$ cat src/rtl/object_pkg.sv
// rtl/object_pkg.sv - spawn record layout, field widths and sequencer state encoding
package object_pkg;

    localparam int REC_W     = 67;
    localparam int END_BIT   = 66;
    localparam int DELAY_LSB = 58;
    localparam int DIR_LSB   = 55;
    localparam int POSX_LSB  = 45;
    localparam int POSY_LSB  = 35;
    localparam int W_LSB     = 25;
    localparam int H_LSB     = 15;
    localparam int SPEED_LSB = 10;
    localparam int DTIME_LSB = 2;
    localparam int DTRIG_LSB = 0;

    localparam int DELAY_W = 8;
    localparam int DIR_W   = 3;
    localparam int POS_W   = 10;
    localparam int SIZE_W  = 10;
    localparam int SPEED_W = 5;
    localparam int DTIME_W = 8;
    localparam int DTRIG_W = 2;
    localparam int CNT_W   = 8;

    // Object fields in record order; occupies record bits [OBJ_W-1:0]
    typedef struct packed {
        logic [DIR_W-1:0]   direction;
        logic [POS_W-1:0]   pos_x;
        logic [POS_W-1:0]   pos_y;
        logic [SIZE_W-1:0]  w;
        logic [SIZE_W-1:0]  h;
        logic [SPEED_W-1:0] speed;
        logic [DTIME_W-1:0] destroy_time;
        logic [DTRIG_W-1:0] destroy_trigger;
    } spawn_obj_t;

    localparam int OBJ_W = $bits(spawn_obj_t);

    typedef enum logic [2:0] {
        ST_IDLE,
        ST_FETCH,
        ST_LOAD,
        ST_WAIT_DELAY,
        ST_REQUEST,
        ST_RELEASE,
        ST_DONE
    } seq_state_e;

    function automatic logic [CNT_W-1:0] sat_inc(input logic [CNT_W-1:0] v);
        return (v == '1) ? v : v + 1'b1;
    endfunction

endpackage

$ cat src/rtl/spawn_delay_timer.sv
// rtl/spawn_delay_timer.sv - centisecond tick counter compared against a record's delay
module spawn_delay_timer
    import object_pkg::*;
(
    input  logic               clk,
    input  logic               rst,
    input  logic               clear,
    input  logic               tick,
    input  logic [DELAY_W-1:0] delay_cs,
    output logic               elapsed
);

    logic [DELAY_W-1:0] count_q, count_d;

    assign elapsed = (count_q == delay_cs);

    // Count ticks until the delay is reached; holding at the target avoids wrap-around
    always_comb begin
        count_d = count_q;
        if (clear) begin
            count_d = '0;
        end else if (tick && !elapsed) begin
            count_d = count_q + 1'b1;
        end
    end

    // Counter register
    always_ff @(posedge clk or posedge rst) begin
        if (rst) begin
            count_q <= '0;
        end else begin
            count_q <= count_d;
        end
    end

endmodule

$ cat src/rtl/object_spawn_sequencer.sv
// rtl/object_spawn_sequencer.sv - pattern ROM walker driving the object load handshake (optional SPAWN_TIMEOUT_EN)
module object_spawn_sequencer
    import object_pkg::*;
#(
    parameter int ROM_DEPTH      = 64,
    parameter int ADDR_W         = 6,
    parameter int TIMEOUT_CYCLES = 4096
) (
    input  logic               clk_calculation,
    input  logic               reset,
    input  logic               start,
    input  logic               centi_tick,
    output logic [ADDR_W-1:0]  rom_addr,
    input  logic [REC_W-1:0]   rom_data,
    output logic [DIR_W-1:0]   object_movement_direction,
    output logic [POS_W-1:0]   object_pos_x,
    output logic [POS_W-1:0]   object_pos_y,
    output logic [SIZE_W-1:0]  object_w,
    output logic [SIZE_W-1:0]  object_h,
    output logic [SPEED_W-1:0] object_speed,
    output logic [DTIME_W-1:0] object_destroy_time,
    output logic [DTRIG_W-1:0] object_destroy_trigger,
    output logic               sync_object_position,
    input  logic               update_object_position,
    output logic               busy,
    output logic               done,
    output logic [CNT_W-1:0]   spawn_count,
    output logic [CNT_W-1:0]   drop_count
);

    seq_state_e         state_q, state_d;
    logic [ADDR_W-1:0]  rom_addr_q, rom_addr_d;
    spawn_obj_t         obj_q, obj_d;
    logic [DELAY_W-1:0] delay_q, delay_d;
    logic               sync_q, sync_d;
    logic [CNT_W-1:0]   spawn_cnt_q, spawn_cnt_d;
    logic               delay_elapsed;
    logic               timed_out;
    logic               start_accept;
    logic               last_addr;

    assign start_accept = start && ((state_q == ST_IDLE) || (state_q == ST_DONE));
    assign last_addr    = (rom_addr_q == ADDR_W'(ROM_DEPTH - 1));

    spawn_delay_timer u_delay_timer (
        .clk      (clk_calculation),
        .rst      (reset),
        .clear    (state_q == ST_LOAD),
        .tick     (centi_tick && (state_q == ST_WAIT_DELAY)),
        .delay_cs (delay_q),
        .elapsed  (delay_elapsed)
    );

`ifdef SPAWN_TIMEOUT_EN
    localparam int TO_W = (TIMEOUT_CYCLES > 1) ? $clog2(TIMEOUT_CYCLES) : 1;

    logic [TO_W-1:0]  to_cnt_q, to_cnt_d;
    logic [CNT_W-1:0] drop_cnt_q, drop_cnt_d;

    assign timed_out  = (state_q == ST_REQUEST) && (to_cnt_q == TO_W'(TIMEOUT_CYCLES - 1));
    assign drop_count = drop_cnt_q;

    // Count cycles spent waiting for an ack; an unanswered request is dropped
    always_comb begin
        to_cnt_d   = '0;
        drop_cnt_d = drop_cnt_q;
        if ((state_q == ST_REQUEST) && !update_object_position) begin
            to_cnt_d = to_cnt_q + 1'b1;
        end
        if (start_accept) begin
            drop_cnt_d = '0;
        end else if (timed_out && !update_object_position) begin
            drop_cnt_d = sat_inc(drop_cnt_q);
        end
    end

    // Timeout and drop counter registers
    always_ff @(posedge clk_calculation or posedge reset) begin
        if (reset) begin
            to_cnt_q   <= '0;
            drop_cnt_q <= '0;
        end else begin
            to_cnt_q   <= to_cnt_d;
            drop_cnt_q <= drop_cnt_d;
        end
    end
`else
    // Requests wait forever, so nothing is ever dropped
    logic unused_timeout_cfg;
    assign unused_timeout_cfg = ^TIMEOUT_CYCLES;
    assign timed_out          = 1'b0;
    assign drop_count         = '0;
`endif

    // Sequencer next state: walk records, wait delay, run the sync/update handshake
    always_comb begin
        state_d     = state_q;
        rom_addr_d  = rom_addr_q;
        obj_d       = obj_q;
        delay_d     = delay_q;
        spawn_cnt_d = spawn_cnt_q;
        case (state_q)
            ST_IDLE, ST_DONE: begin
                if (start) begin
                    rom_addr_d  = '0;
                    spawn_cnt_d = '0;
                    state_d     = ST_FETCH;
                end
            end
            ST_FETCH: begin
                state_d = ST_LOAD;
            end
            ST_LOAD: begin
                obj_d   = spawn_obj_t'(rom_data[OBJ_W-1:0]);
                delay_d = rom_data[DELAY_LSB +: DELAY_W];
                state_d = rom_data[END_BIT] ? ST_DONE : ST_WAIT_DELAY;
            end
            ST_WAIT_DELAY: begin
                if (delay_elapsed) begin
                    state_d = ST_REQUEST;
                end
            end
            ST_REQUEST: begin
                if (update_object_position) begin
                    spawn_cnt_d = sat_inc(spawn_cnt_q);
                    state_d     = ST_RELEASE;
                end else if (timed_out) begin
                    state_d = ST_RELEASE;
                end
            end
            ST_RELEASE: begin
                if (!update_object_position) begin
                    if (last_addr) begin
                        state_d = ST_DONE;
                    end else begin
                        rom_addr_d = rom_addr_q + 1'b1;
                        state_d    = ST_FETCH;
                    end
                end
            end
            default: begin
                state_d = ST_IDLE;
            end
        endcase
        sync_d = (state_d != ST_REQUEST);
    end

    // State and datapath registers; sync idles high so reset releases the runtime at once
    always_ff @(posedge clk_calculation or posedge reset) begin
        if (reset) begin
            state_q     <= ST_IDLE;
            rom_addr_q  <= '0;
            obj_q       <= '0;
            delay_q     <= '0;
            sync_q      <= 1'b1;
            spawn_cnt_q <= '0;
        end else begin
            state_q     <= state_d;
            rom_addr_q  <= rom_addr_d;
            obj_q       <= obj_d;
            delay_q     <= delay_d;
            sync_q      <= sync_d;
            spawn_cnt_q <= spawn_cnt_d;
        end
    end

    assign rom_addr                  = rom_addr_q;
    assign object_movement_direction = obj_q.direction;
    assign object_pos_x              = obj_q.pos_x;
    assign object_pos_y              = obj_q.pos_y;
    assign object_w                  = obj_q.w;
    assign object_h                  = obj_q.h;
    assign object_speed              = obj_q.speed;
    assign object_destroy_time       = obj_q.destroy_time;
    assign object_destroy_trigger    = obj_q.destroy_trigger;
    assign sync_object_position      = sync_q;
    assign busy                      = (state_q != ST_IDLE) && (state_q != ST_DONE);
    assign done                      = (state_q == ST_DONE);
    assign spawn_count               = spawn_cnt_q;

endmodule

$ cat config.mk
export PLATFORM = sky130hd
export DESIGN_NAME = object_spawn_sequencer
export DESIGN_NICKNAME = d
export VERILOG_FILES = /design/src/rtl/object_pkg.sv /design/src/rtl/spawn_delay_timer.sv /design/src/rtl/object_spawn_sequencer.sv
export SDC_FILE = /design/constraint.sdc
export NUM_CORES = 1
export LEC_CHECK = 0
export BUFFER_PORTS_ARGS = -buffer_cell sky130_fd_sc_hd__buf_4
export CAP_MARGIN = 20
export CORE_ASPECT_RATIO = 1.4
export CORE_UTILIZATION = 43
export DETAILED_ROUTE_END_ITERATION = 10
export PLACE_DENSITY = 0.71
export SETUP_SLACK_MARGIN = 0.2
export SYNTH_ARGS = -nofsm -noshare
export SYNTH_HDL_FRONTEND = slang
export SYNTH_HIERARCHICAL = 1
export SYNTH_SLANG_ARGS = --single-unit
export TNS_END_PERCENT = 1
$ cat constraint.sdc
create_clock -name clk_calculation -period 3.02 [get_ports clk_calculation]
set_input_delay 0.151 -clock clk_calculation [delete_from_list [all_inputs] [get_ports clk_calculation]]
set_output_delay 0.151 -clock clk_calculation [all_outputs]
set_load 0.005 [all_outputs]
# After elaboration in Yosys (flattened, before gate mapping)
# Index checks and enable logic that the tools add are counted.
# word_totals
register_bits	92
in_bits	72
out_inout_bits	83
word_cells	62
# op_classes
add_sub_neg	3
n_eq_ne	16
n_mux	17
reduce_logical	12
# ops
cell	count
$mux 8	5
$mux 3	6
$mux 6	3
$pmux 3 s6	1
$add 8x1->8 const B	2
$pmux 8 s2	1
$pmux 6 s2	1
$ne 2x2->1 const B	5
$eq 3x3->1 const B	3
$eq 8x8->1	1
$eq 8x8->1 const B	1
$reduce_and 4->1	2
$add 6x1->6 const B	1
$eq 3x2->1 const B	2
$eq 6x6->1 const B	1
$ne 3x3->1 const B	2
$reduce_bool 2->1	3
$eq 3x1->1 const B	1
$logic_and 1x1->1	3
$logic_not 3->1	1
$reduce_bool 3->1	1
$reduce_or 2->1	1
$logic_not 1->1	1

# Depth between registers and ports, before layout
# Gate-level depths: netlist of run 1.
# depth
depth_word	5
ltp_mapped	8
mapped_depth_nobuf	7

# Cells and area by module
# Netlist of run 1, hierarchy kept.
# modules_own_cells
module	n_inst	cells_each	area_per_inst_um2	seq_area_each_um2
object_spawn_sequencer	1	261	3651.0	2103.3
spawn_delay_timer	1	60	595.6	200.2

# Worst setup path before layout of run 1
# Ideal clock, no wire load.
# synth_path
kind	register -> register
start	register u_delay_timer.count_q[3]
end	register sync_q, in the netlist sync_object_position
setup_time_ps	88
arrival_ps	1906
required_ps	2932
setup_slack_ps	1026
path_stages_with_launch	8
n_path_buf	0
period_less_slack_ps	1994
path_cell_list	dfrtp_1 -> xor2_1 -> nor4_4 -> and2_1 -> a21o_1 -> a221o_1 -> o31ai_1 -> or3b_1
# synth_via
elab_chain_cells	4
# synth_lines
element	line_no	text
from (decl)	spawn_delay_timer.sv:13	logic [DELAY_W-1:0] count_q, count_d;
from (signal assigned)	spawn_delay_timer.sv:32	count_q <= count_d;
$eq 8x8->1	spawn_delay_timer.sv:15	assign elapsed = (count_q == delay_cs);
via delay_elapsed	object_spawn_sequencer.sv:37	logic delay_elapsed;
$mux 3	object_spawn_sequencer.sv:119	if (delay_elapsed) begin
$pmux 3 s6	object_spawn_sequencer.sv:102	case (state_q)
via state_d[1]	object_spawn_sequencer.sv:31	seq_state_e state_q, state_d;
$ne 3x3->1	object_spawn_sequencer.sv:145	sync_d = (state_d != ST_REQUEST);
via sync_d	object_spawn_sequencer.sv:35	logic sync_q, sync_d;
to (signal assigned)	object_spawn_sequencer.sv:162	sync_q <= sync_d;
to (decl)	object_spawn_sequencer.sv:35	
# The timed path passes the listed nets, and every way through them passes these cells.
# A chain may end at the register's enable or synchronous reset.

# Worst setup path after layout of run 1
# Same ends and word-level chain as after synthesis.

==> results.toml, run 1 <==
[status]
status = "finished, final reports clean"

[detailed_routing]
vias = 2996
drtIter0Drc = 105
avgViaCountPerCell = 4.952
wire_per_inst_um = 15.49
drc_errors = 0
firstDrtPassIters = 4
routed_wl_um = 9369
ant_nets = 0

[worst_setup_path]
cp-end-kind = "register"
crit_arrival_ps = 2500
start_kind = "register"
crit_chain = "xor2_1 > nor4_4 > and2_1 > a21o_1 > a221o_1 > o31ai_1 > or3b_1"
ff2ff_setup_slack_ps = 780
crit_required_ps = 3270
cp_slowest_cell = "nor4_4"
critPathMaxFanout = 8
max_stage_delay_ps = 500
crit_type = "reg -> reg"

[clock_network]
clk_pin_slew_ps = 70
cts.sinks = 92
insertion_delay_ps = 340
tritoncts = "built"
cts_made_buffers = 9
cts_htree_levels = 3
clockBufferDepth = 2
ctsResizeCount = 0
cts-root-buf = "clkbuf_16"

[sta]
finalClockSkew_ps = 8.297
fin_crit_ps = 2244
slew_headroom = 0.4601
fin_ws_ps = 775.7
max_slew.worst_pin.slew_ps = 809.8
hold_violations = 0
setup_violations = 0
fmax_ghz = 0.4456
maxSlewViolCount = 0
tns_ps = 0
fin_crit_sh = 0.7431
rsz0062_at_grt = "no"

[worst_hold_path]
min-delay-path-class = "in -> reg"

[power_and_ir_drop]
p_clk_frac = 0.208
switching_power_mw = 1.665
swShare = 0.3085
vdd_drop_max_uv = 508.9
powerDensity_mw_per_mm2 = 941.8
p_leak_nw = 2.704
p_seq_frac = 0.387
power.internal_mw = 3.731
comb_power_share = 0.405

[die]
num_rows = 42
ios = 155
core-area_mm2 = 0.009512
die_area_mm2 = 0.01028
start_util = 0.4465
die-height_um = 119.6
fp.dieW_um = 85.99

[placed_design]
place_ws_ps = 792.8
numPortBuffers = 146
dp_hpwl_um = 6921
routabilityCongestion = 0.8219

[cells_and_area]
final_net_count = 543
drive_gt1_frac = 0.5243
n_antenna_cell = 0
syn_to_final_growth_pct = 34.91
fill_cells = 785

[job]
drv_cap = 0

[global_routing]
grt_overflow = 0
grt_pass1_vias = 3143
grt_max_degree = 83
antenna_found_initial = 0
grt_pass1_wl_um = 15020
grtUsageTotal = 0.1896

[yosys]
avgSynthCellArea_um2 = 13.23
syn_area_mm2 = 0.004247
ys_types = 54
synthArstFlopShare = 1.000
synth_top_flop_cell = "dfrtp_1"
yosys_warnings = 6
syn-instance-count = 321
yosysSeqAreaShare = 0.5424
synth_edf_count = 0
synth_seq_cells = 92
==> synth_stat cells (2+ instances only) <==
| library cell | instances | area share |
|---|---|---|
| mux2i_1 | 5 | 0.012 |
| mux2_1 | 6 | 0.016 |
| dfrtp_1 | 91 | 0.54 |
| a21o_1 | 3 | 0.0053 |
| mux2_2 | 67 | 0.18 |
| nor2_1 | 14 | 0.012 |
| nand4_1 | 6 | 0.0088 |
| nand3b_1 | 2 | 0.0035 |
| nand2b_1 | 3 | 0.0044 |
| o21ai_0 | 3 | 0.0035 |
| ha_1 | 3 | 0.0088 |
| or3b_1 | 2 | 0.0041 |
| nor4_4 | 2 | 0.010 |
| and2_1 | 2 | 0.0029 |
| inv_1 | 4 | 0.0035 |
| and3_1 | 3 | 0.0044 |
| nor2_2 | 2 | 0.0029 |
| nand2_1 | 16 | 0.014 |
| nand3_1 | 7 | 0.0082 |
| xnor2_1 | 4 | 0.0082 |
| a21oi_1 | 9 | 0.011 |
| xor2_1 | 10 | 0.021 |
| nor2b_1 | 7 | 0.010 |
| buf_2 | 6 | 0.0071 |
| buf_4 | 10 | 0.018 |
| buf_6 | 4 | 0.011 |
| or3_1 | 2 | 0.0029 |
| and4_1 | 2 | 0.0041 |
==> power by group through the flow <==
stage / Sequential, mW / Combinational (mW) / Clock, mW
finish: 2.09 / 2.19 / 1.12
global route: 2.16 / 2.35 / 1.20
CTS: 2.09 / 2.22 / 1.16
detailed placement: 2.10 / 2.21 / 0
global placement: 2.07 / 2.17 / 0
floorplan: 2.05 / 1.34 / 0
==> layer usage <==
layer | part of all wire | wire length (µm) | GRT usage | vias up
li1 | - | - | - | 1418
met1 | 0.37 | 3496 | 0.2130 | 1472
met2 | 0.55 | 5130 | 0.3304 | 94
met3 | 0.062 | 578 | 0.05846 | 12
met4 | 0.017 | 163 | 0.07604 | 0
met5 | 0 | 0 | 0 | -
==> final cells by class <==
type                    instances  area (µm²)  area share
clock buffers                   9       225.2     0.03931
clock inverters                 7       72.57     0.01267
inverters                       4       16.27    0.002839
multi-input cells             211        1805      0.3151
flip-flops and latches         92        2303      0.4021
well taps                     132       165.2     0.02883
repair buffers                150        1141      0.1992
==> registers in the layout (all words and copies together) (netlist names) <==
signal	flops
object_h	10
object_pos_x	10
object_pos_y	10
object_w	10
delay_q	8
object_destroy_time	8
spawn_count	8
u_delay_timer/count_q	8
rom_addr	6
object_speed	5
object_movement_direction	3
state_q	3
object_destroy_trigger	2
sync_object_position	1
==> metrics by stage <==
stage	cell area (µm²)	utilization	hold WS (ps)	power, mW	cells
final	5729	0.6023	42.10	5.396	605
after global routing	5729	0.6023	25.39	5.712	605
after CTS	5729	0.6023	27.00	5.471	605
after detailed placement	5421	0.5700	150.7	4.316	588
after global placement	5421	0.5700	142.1	4.241	588
after floorplan	4273	-	-33.34	3.389	328
==> cell usage in the layout (no fill, tap or decap), types with 2 or more instances in the layout <==
cell type and count:
a21o_1 3, a21oi_1 9, and2_1 2, and3_1 3, and4_1 2, buf_4 148, clkbuf_16 9, clkinv_2 3
clkinvlp_4 2, conb_1 8, dfrtp_1 91, ha_1 3, inv_1 3, inv_6 2, mux2_1 6, mux2_2 67
mux2i_1 5, nand2_1 16, nand2b_1 3, nand3_1 7, nand3b_1 2, nand4_1 6, nor2_1 14, nor2b_1 7
nor4_4 2, o21ai_0 3, or3_1 2, or3b_1 2, xnor2_1 4, xor2_1 10
==> critical path, delay by kind of cell, from the launching register on <==
family           cells  cell delay (ps)
flip-flops           1              440
AND/OR/NAND/NOR      3             1170
XOR/XNOR             1              210
AO/OA/AOI/OAI        3              340
==> path summary, 6_finish.rpt <==
| path | cells after the start | end | from |
|---|---|---|---|
| setup / recovery | 7 | sync_object_position | u_delay_timer/count_q[3] |
| max in group asynchronous | 4 | sync_object_position | reset |
| hold reg to reg | 1 | object_speed[0] | object_speed[0] |
| hold / removal | 2 | object_destroy_time[0] | rom_data[2] |
| min in group asynchronous | 3 | u_delay_timer/count_q[3] | reset |
| setup reg to reg | 7 | sync_object_position | u_delay_timer/count_q[3] |
==> cell families (layout without fill, tap and decap cells) <==
| family | count (synthesis) | in the layout | share of synthesized area |
|---|---|---|---|
| flip-flops | 92 | 92 | 0.5424 |
| AND/OR/NAND/NOR | 80 | 80 | 0.1176 |
| multiplexers | 78 | 78 | 0.2054 |
| AO/OA/AOI/OAI | 28 | 28 | 0.05628 |
| buffers and inverters | 25 | 170 | 0.03977 |
| XOR/XNOR | 14 | 14 | 0.02887 |
| adder cells (fa/ha/maj) | 3 | 3 | 0.008840 |
| other | 1 | 8 | 0.0008831 |
==> timing repair <==
action                                 CTS  global route
hold buffers                             1             0
buffers inserted                         0             0
endpoints found under the hold margin   52             0
No activity file was read; power rests on OpenSTA's default activity.
==> run 2: changes to the inputs <==
PLACE_DENSITY = 0.74   (was 0.71)
clock period = 2 ns   (was 3.02 ns; I/O delays follow)
==> results.toml, run 2 (synthesis results as in run 1) <==
[worst_setup_path]
reg2reg_from = "delay_q[5]"
cp-end-kind = "register"
crit_type = "reg -> reg"
crit_arrival_ps = 2210
critPathMaxFanout = 3
start_kind = "register"
crit_required_ps = 2250
reg2reg_depth = 7
r2r_end = "sync_object_position"
ff2ff_setup_slack_ps = 50

[sta]
hold_violations = 0
finalClockSkew_ps = 9.209
rsz0062_at_grt = "yes"
fin_crit_sh = 0.9757
worst_hold_slack_ps = 8.681
slew_headroom = 0.6030
fmax_ghz = 0.5125
setup_violations = 0
max_slew.worst_pin.slew_ps = 594.2
maxSlewViolCount = 0
fin_crit_ps = 1951

[cells_and_area]
drive_gt1_frac = 0.4819
syn_to_final_growth_pct = 54.33
n_antenna_cell = 0
fin_cells = 684
final_net_count = 623
final_common_cell = "buf_4"
mostFrequentLayoutCells = "buf_4, dfrtp_1, mux2_2"

[worst_hold_path]
hp-start = "rom_data[48]"
min-delay-path-class = "in -> reg"
min_to = "object_pos_x[3]"
worstHoldPathCells = 2

[detailed_routing]
firstDrtPassIters = 4
routed_wl_um = 11070
wire_per_inst_um = 16.19
drtIter0Drc = 147
drc_errors = 0
ant_nets = 0
vias = 3450
avgViaCountPerCell = 5.044

[die]
core-area_mm2 = 0.009512
fp.dieW_um = 85.99
ios = 155
die_area_mm2 = 0.01028
start_util = 0.4465
num_rows = 42
die-height_um = 119.6

[global_routing]
antenna_found_initial = 0
grt_pass1_wl_um = 17910
grt_max_degree = 50
grtUsageTotal = 0.2288
grt_overflow = 0
grt_pass1_vias = 3701

[placed_design]
dp_hpwl_um = 7145
numPortBuffers = 146
placedCellCount = 599
routabilityCongestion = 0.8056

[power_and_ir_drop]
p_leak_nw = 3.072
vdd_drop_max_uv = 887.8
powerDensity_mw_per_mm2 = 1329
finalPower_mw = 8.709

[clock_network]
clockBufferDepth = 2
insertion_delay_ps = 340
tritoncts = "built"
cts.sinks = 92
clk_pin_slew_ps = 60
cts_htree_levels = 3
cts_made_buffers = 9
cts-root-buf = "clkbuf_16"

[status]
status = "finished, final reports clean"

[job]
drv_cap = 0
-- run 2: critical path: stages, from the launching register on --
cell	delay, ps
dfrtp_1	410
xor2_2	200
nor4_4	330
and2_4	220
a21o_1	120
a221o_1	150
o31ai_2	80
or3b_1	370
-- run 2: worst max path at each step --
| stage | startpoint | to | slack, ps | cells past startpoint |
|---|---|---|---|---|
| finish | delay_q[5] | sync_object_position | 50 | 7 |
| global route | delay_q[5] | sync_object_position | -20 | 7 |
| CTS | u_delay_timer/count_q[4] | sync_object_position | 90 | 7 |
| detailed placement | u_delay_timer/count_q[5] | sync_object_position | 1 | 7 |
| global placement | u_delay_timer/count_q[5] | sync_object_position | 90 | 7 |
| floorplan | u_delay_timer/count_q[3] | sync_object_position | 6 | 7 |
-- run 2: layer usage --
layer	global-route usage	up-vias	part of all wire
met4	0.1281	0	0.037
met3	0.05708	31	0.050
li1	-	1584	-
met1	0.2391	1720	0.35
met2	0.4107	115	0.56
met5	0	-	0
-- run 2: what timing repair did --
item                                   4_1_cts  5_1_grt
pin swaps                                    2        6
gates resized for setup                      1        2
buffers inserted                             2        3
hold buffers                                65        0
setup endpoints to repair                    2        4
endpoints found under the hold margin       93        0
-- run 2: metrics by stage --
stage | cell area (µm²) | setup slack [ps] | util | TNS [ps]
after global placement | 5532 | 93.33 | 0.5816 | 0
after CTS | 6519 | 85.33 | 0.6853 | 0
final | 6554 | 48.64 | 0.6890 | 0
after global routing | 6554 | -21.83 | 0.6890 | -21.83
after floorplan | 4277 | 6.218 | - | 0
after detailed placement | 5532 | 1.456 | 0.5816 | 0
-- run 2: area by class of cell --
type / count / area, µm²
Timing Repair Buffer: 230 / 1927
Multi-Input combinational cell: 211 / 1821
Tap cell: 132 / 165.2
Clock buffer: 9 / 225.2
Inverter: 4 / 18.77
Clock inverter: 6 / 93.84
Sequential cell: 92 / 2303
Fill cell: 681 / 2958
-- run 2: report_power, final --
| group | switching (mW) | leakage, nW | internal, mW |
|---|---|---|---|
| clock network | 0.737 | 0.153 | 1.10 |
| logic | 1.51 | 1.79 | 2.27 |
| registers | 0.449 | 1.13 | 2.64 |
| total | 2.70 | 3.07 | 6.01 |
